<file path="config.mk">
export PLATFORM = sky130hd
export DESIGN_NAME = alu_seq_ctrl
export DESIGN_NICKNAME = d
export VERILOG_FILES = /design/src/rtl/alu_seq_pkg.sv /design/src/rtl/alu_seq_nibble_buf.sv /design/src/rtl/alu_seq_ctrl.sv
export SDC_FILE = /design/constraint.sdc
export NUM_CORES = 1
export LEC_CHECK = 0
export ABC_AREA = 1
export BUFFER_PORTS_ARGS = -buffer_cell sky130_fd_sc_hd__buf_2
export CELL_PAD_IN_SITES_DETAIL_PLACEMENT = 1
export CELL_PAD_IN_SITES_GLOBAL_PLACEMENT = 1
export CORE_UTILIZATION = 40
export DETAILED_ROUTE_END_ITERATION = 6
export GPL_TIMING_DRIVEN = 1
export PLACE_DENSITY_LB_ADDON = 0.3
export SLEW_MARGIN = 20
export SYNTH_ARGS = -nofsm -noshare
export SYNTH_HDL_FRONTEND = slang
export SYNTH_SLANG_ARGS = --single-unit
</file>
<file path="constraint.sdc">
create_clock -name clk -period 3.65 [get_ports clk]
set_input_delay 0.365 -clock clk [delete_from_list [all_inputs] [get_ports clk]]
set_output_delay 0.365 -clock clk [all_outputs]
set_load 0.01 [all_outputs]
</file>
<file path="src/rtl/alu_seq_pkg.sv">
// Shared types and 74181 select constants for the nibble-serial ALU sequencer.
package alu_seq_pkg;

  typedef enum logic [1:0] {
    ST_IDLE = 2'd0,
    ST_RUN  = 2'd1,
    ST_DONE = 2'd2
  } state_t;

  localparam logic [3:0] S_ADD   = 4'b1001;  // with M=0
  localparam logic [3:0] S_SUB   = 4'b0110;  // A minus B minus 1, with M=0
  localparam logic [3:0] S_XOR   = 4'b0110;  // with M=1
  localparam logic       CN_NONE = 1'b1;

  function automatic int idx_width(input int nibbles);
    return (nibbles <= 2) ? 1 : $clog2(nibbles);
  endfunction

endpackage

</file>
<file path="src/rtl/alu_seq_nibble_buf.sv">
// Shadow result register, written one 4-bit nibble at a time by index.
module alu_seq_nibble_buf
  import alu_seq_pkg::*;
#(
  parameter int NIBBLES = 4,
  localparam int W  = 4 * NIBBLES,
  localparam int IW = idx_width(NIBBLES)
) (
  input  logic          clk,
  input  logic          rst_n,
  input  logic          i_we,
  input  logic [IW-1:0] i_idx,
  input  logic [3:0]    i_nib,
  output logic [W-1:0]  o_buf
);

  logic [W-1:0] r_buf;

  always_ff @(posedge clk or negedge rst_n) begin
    if (!rst_n) begin
      r_buf <= '0;
    end else if (i_we) begin
      r_buf[4*i_idx +: 4] <= i_nib;
    end
  end

  assign o_buf = r_buf;

endmodule

</file>
<file path="src/rtl/alu_seq_ctrl.sv">
// Nibble-serial sequencer driving one external 74181-style ALU, LSB nibble first.
// Optional zero flag: define ALU_SEQ_ZERO_FLAG_EN to build the result==0 comparator.
//
// state   | meaning
// IDLE    | waiting for start; alu_* show nibble 0 of the latched operands
// RUN     | one nibble per cycle through the ALU, carry rippled in r_carry
// DONE    | result/cout/equal valid, done pulse, back to IDLE
module alu_seq_ctrl
  import alu_seq_pkg::*;
#(
  parameter int NIBBLES = 4,
  localparam int W  = 4 * NIBBLES,
  localparam int IW = idx_width(NIBBLES)
) (
  input  logic         clk,
  input  logic         rst_n,
  input  logic         i_start,
  input  logic [W-1:0] i_op_a,
  input  logic [W-1:0] i_op_b,
  input  logic [3:0]   i_op_s,
  input  logic         i_op_m,
  input  logic         i_op_cn,
  output logic         o_busy,
  output logic         o_done,
  output logic [W-1:0] o_result,
  output logic         o_cout,
  output logic         o_equal,
  output logic         o_zero,
  output logic [3:0]   o_alu_a,
  output logic [3:0]   o_alu_b,
  output logic [3:0]   o_alu_s,
  output logic         o_alu_m,
  output logic         o_alu_cn,
  input  logic [3:0]   i_alu_f,
  input  logic         i_alu_cn4,
  input  logic         i_alu_equal
);

  localparam logic [IW-1:0] LAST_IDX = IW'(NIBBLES - 1);

  state_t        r_state, w_state_nxt;
  logic [W-1:0]  r_a, r_b;
  logic [3:0]    r_s;
  logic          r_m;
  logic [IW-1:0] r_idx;
  logic          r_carry;
  logic          r_eq;
  logic [W-1:0]  r_result;
  logic          r_cout;
  logic          r_equal;

  logic          w_load, w_cap, w_last, w_busy, w_done;
  logic [W-1:0]  w_shadow;
  logic [W-1:0]  w_final;

  always_ff @(posedge clk or negedge rst_n) begin
    if (!rst_n) r_state <= ST_IDLE;
    else        r_state <= w_state_nxt;
  end

  always_comb begin
    w_state_nxt = r_state;
    w_load      = 1'b0;
    w_cap       = 1'b0;
    w_last      = 1'b0;
    w_busy      = 1'b0;
    w_done      = 1'b0;
    case (r_state)
      ST_IDLE: begin
        if (i_start) begin
          w_load      = 1'b1;
          w_state_nxt = ST_RUN;
        end
      end
      ST_RUN: begin
        w_busy = 1'b1;
        w_cap  = 1'b1;
        if (r_idx == LAST_IDX) begin
          w_last      = 1'b1;
          w_state_nxt = ST_DONE;
        end
      end
      ST_DONE: begin
        w_busy      = 1'b1;
        w_done      = 1'b1;
        w_state_nxt = ST_IDLE;
      end
      default: w_state_nxt = ST_IDLE;
    endcase
  end

  alu_seq_nibble_buf #(.NIBBLES(NIBBLES)) u_buf (
    .clk   (clk),
    .rst_n (rst_n),
    .i_we  (w_cap),
    .i_idx (r_idx),
    .i_nib (i_alu_f),
    .o_buf (w_shadow)
  );

  // Outputs are published on entry to DONE, so the last nibble is merged in directly.
  always_comb begin
    w_final                = w_shadow;
    w_final[4*r_idx +: 4]  = i_alu_f;
  end

  always_ff @(posedge clk or negedge rst_n) begin
    if (!rst_n) begin
      r_a      <= '0;
      r_b      <= '0;
      r_s      <= '0;
      r_m      <= 1'b0;
      r_idx    <= '0;
      r_carry  <= 1'b1;
      r_eq     <= 1'b0;
      r_result <= '0;
      r_cout   <= 1'b1;
      r_equal  <= 1'b0;
    end else begin
      if (w_load) begin
        r_a     <= i_op_a;
        r_b     <= i_op_b;
        r_s     <= i_op_s;
        r_m     <= i_op_m;
        r_idx   <= '0;
        r_carry <= i_op_cn;
        r_eq    <= 1'b1;
      end
      if (w_cap) begin
        r_carry <= i_alu_cn4;
        r_eq    <= r_eq & i_alu_equal;
        if (!w_last) r_idx <= r_idx + IW'(1);
      end
      if (w_last) begin
        r_result <= w_final;
        r_cout   <= i_alu_cn4;
        r_equal  <= r_eq & i_alu_equal;
      end
      if (w_done) r_idx <= '0;
    end
  end

`ifdef ALU_SEQ_ZERO_FLAG_EN
  logic r_zero;

  always_ff @(posedge clk or negedge rst_n) begin
    if (!rst_n)      r_zero <= 1'b0;
    else if (w_last) r_zero <= (w_final == '0);
  end

  assign o_zero = r_zero;
`else
  assign o_zero = 1'b0;
`endif

  assign o_busy   = w_busy;
  assign o_done   = w_done;
  assign o_result = r_result;
  assign o_cout   = r_cout;
  assign o_equal  = r_equal;
  assign o_alu_a  = r_a[4*r_idx +: 4];
  assign o_alu_b  = r_b[4*r_idx +: 4];
  assign o_alu_s  = r_s;
  assign o_alu_m  = r_m;
  assign o_alu_cn = r_carry;

endmodule

</file>
==> summary.txt <==
Status
  • Status: finished clean

Clocking
  • Hold_buf cts: 0
  • Postcts setup bufs: 0
  • H-tree Lvls: 3
  • CTS tree: done
  • Root Driver: clkbuf_8
  • Clock latency on the worst-skew pair: 0.35 ns
  • Resize count post-CTS: 0
  • CTS Sinks: 73
  • CTS clock-pin slew for the worst setup and hold paths: 0.09 ns
  • CTS Buffer Depth: 2
  • Total clock buffers created by CTS: 9

Power and ir drop
  • Comb power frac: 43.3%
  • Pwr dens: 887 mW/mm²
  • Tot Pwr: 3.62 mW
  • Clock power frac: 17.6%
  • Maximum vdd drop: 0.320 mV
  • Seq pwr share: 39.1%
  • P_sw: 1.55 mW
  • Internal power: 2.07 mW
  • LEAKAGE: 2.26 nW
  • Net Sw Frac: 42.7%

Synthesis
  • Synth cell types: 23
  • Mean Syn Cell Area: 7.96 µm²
  • Async set-or-reset flop fraction in the synthesized netlist: 100%
  • EDFF count, synth: 0
  • Seq/Total Area, Yosys: 53.0%
  • Syn Inst Count: 434
  • Cell area after synthesis: 0.00345 mm²
  • Mapped Nets: 491
  • Top_reg_cell synth: dfrtp_1
  • Post-synthesis register bit count: 73
  • Yosys warns: 0

Detailed routing
  • DRT iter0 DRCs: 109
  • Post-route ant nets: 0
  • Via density: 4.89
  • Drt pass-1 iters: 4
  • WL/cell: 14.3 µm
  • Total wire length: 8.86 mm
  • Vias post-DR: 3026
  • # DRC: 0

Floorplan
  • Chip height: 94.9 µm
  • Die W: 94.9 µm
  • Io pins: 82
  • Core box area: 0.00830 mm²
  • Starting density of the core: 41.6%
  • # rows: 33
  • Die area: 0.00901 mm²

Timing
  • Fin crit share: 59.4%
  • Worst Clk Skew: 0.0139 ns
  • Sum of negative setup slack: 0 ns
  • Actual slew at the worst max-slew pin: 0.934 ns
  • Fin. max-slew vios: 0
  • Unrepaired setup endpoints after global routing: false
  • Max-slew headroom: 37.7%
  • F_max: 0.462 GHz
  • Min Clock Period, post-route: 2.17 ns
  • Final Hold Viols: 0
  • Final setup viols: 0

Placement
  • Area after DPL: 0.00388 mm²
  • GP Congestion: 0.786
  • PortBufs: 80
  • Post-DP HPWL: 6.09 mm

Setup path
  • Critical Path RT: 3.28 ns
  • Crit path max-delay family: buffers and inverters
  • Worst EP arrival: 1.80 ns
  • FF-to-FF path depth: 8
  • Crit path depth: 4
  • Worst path max stage delay: 0.55 ns
  • Crit path buf inv count: 2
  • Worst path slowest cell: dfrtp_1
  • Worst-path cell chain: inv_1, o21ai_1, o22ai_1, buf_2
  • Critical path class: flop to output pin
  • CP max FO: 12
  • Crit. End Element: output pin
  • Startpoint Class: flop

GRT
  • Tot GR Track Use: 22.6%
  • First-pass GRT wire length: 15.5 mm
  • Largest net degree at the start of global routing: 74
  • Initial antenna violation count: 0
  • Vias in the first global route: 3248
  • Overflow after GRT: 0

Cells and area
  • Fillers: 1062
  • Nets: 566
  • Commonest non-fill, non-tap cell in the layout: nand2_1
  • Multi-input gate area: 0.00143 mm²
  • Reg area: 0.00183 mm²
  • Layout cells sized above 1: 22.4%
  • Antenna cells: 0
  • Post-route cell area: 0.00408 mm²
  • Area added between synthesis and finish: 18.2%
  • Most frequent cells in the layout: nand2_1 (231), buf_2 (80), dfrtp_1 (71)

Hold path
  • Hold path depth: 3
  • Hold WC Path Type: input pin to flop

Flow run
  • Max-cap check violation count: 0
sequential cells by signal (all words and copies together) (netlist names), 2 cells and up:
name,flops
o_result,16
r_b,16
r_a,16
u_buf.o_buf,12
r_idx,2
o_alu_s,4
r_state,2
worst paths after layout:
path                                               start                       end  slack [ns]
min in group asynchronous                          rst_n    o_alu_s[1]$_DFFE_PN0P_        0.22
worst min-delay path                           i_op_a[4]        r_a[4]$_DFFE_PN0P_        0.20
worst max-delay path                  r_idx[1]$_DFF_PN0_                o_alu_b[2]        1.48
worst max register to register        r_idx[1]$_DFF_PN0_   o_result[8]$_DFFE_PN0N_        1.59
worst min register to register  o_result[11]$_DFFE_PN0N_  o_result[11]$_DFFE_PN0N_        0.47
max in group asynchronous                          rst_n       r_b[10]$_DFFE_PN0P_        2.80
stage by stage:
step                setup slack, ns  utilization, %  std cells  hold slack [ns]
global placement               1.67            46.8        603            0.456
detailed placement             1.59            46.8        603            0.460
finish                         1.48            49.2        619            0.197
floorplan                      2.11               -        434           0.0694
global route                   1.28            49.2        619            0.199
CTS                            1.47            49.2        619            0.189
cell usage after synthesis, types with 5 or more instances:
library cell | number | area [µm²]
o21ai_0 | 14 | 70.1
inv_2 | 5 | 18.8
nor2_1 | 22 | 82.6
o22ai_1 | 8 | 50.1
nand3_1 | 10 | 50.1
nand2_1 | 231 | 867
dfrtp_1 | 71 | 1780
inv_1 | 13 | 48.8
buf_2 | 12 | 60.1
o21ai_1 | 7 | 35.0
ha_1 | 10 | 125
kinds of logic (layout without fill, tap and decap cells):
group	count (synthesis)	after routing	share of synthesized area, %
AO/OA/AOI/OAI	34	34	5.33
adder cells (fa/ha/maj)	10	10	3.62
buffers and inverters	38	118	5.76
flip-flops	73	73	53.0
other	1	1	0.109
AND/OR/NAND/NOR	278	278	32.2
layout make-up:
class / count / area share (%)
Clock buffer: 10 / 3.13
Tap cell: 105 / 3.22
Timing Repair Buffer: 84 / 10.5
Inverter: 18 / 1.66
Multi-Input combinational cell: 323 / 34.9
Sequential cell: 73 / 44.8
Clock inverter: 6 / 1.69
power by group through the flow:
stage	sequential, mW	combinational (mW)	clock [mW]
floorplan	1.43	1.04	0
global placement	1.41	1.50	0
detailed placement	1.42	1.58	0
CTS	1.42	1.59	0.654
global route	1.46	1.81	0.689
finish	1.41	1.57	0.639
worst reg2reg max path: stages (launching register included):
cell     delay [ns]
dfrtp_1        0.62
inv_1          0.34
ha_1           0.53
inv_2          0.09
nor2_4         0.13
nand3_1        0.10
nand2_1        0.09
nand2_1        0.05
nand2_1        0.07
metal layers:
metal	vias to the layer above	part of all wire [%]	global-route usage (%)
met5	-	0	0
met4	0	1.6	8.46
met3	10	3.0	3.62
met2	62	49	37.9
met1	1461	46	29.4
li1	1493	-	-
(Power assumes the default switching activity.)
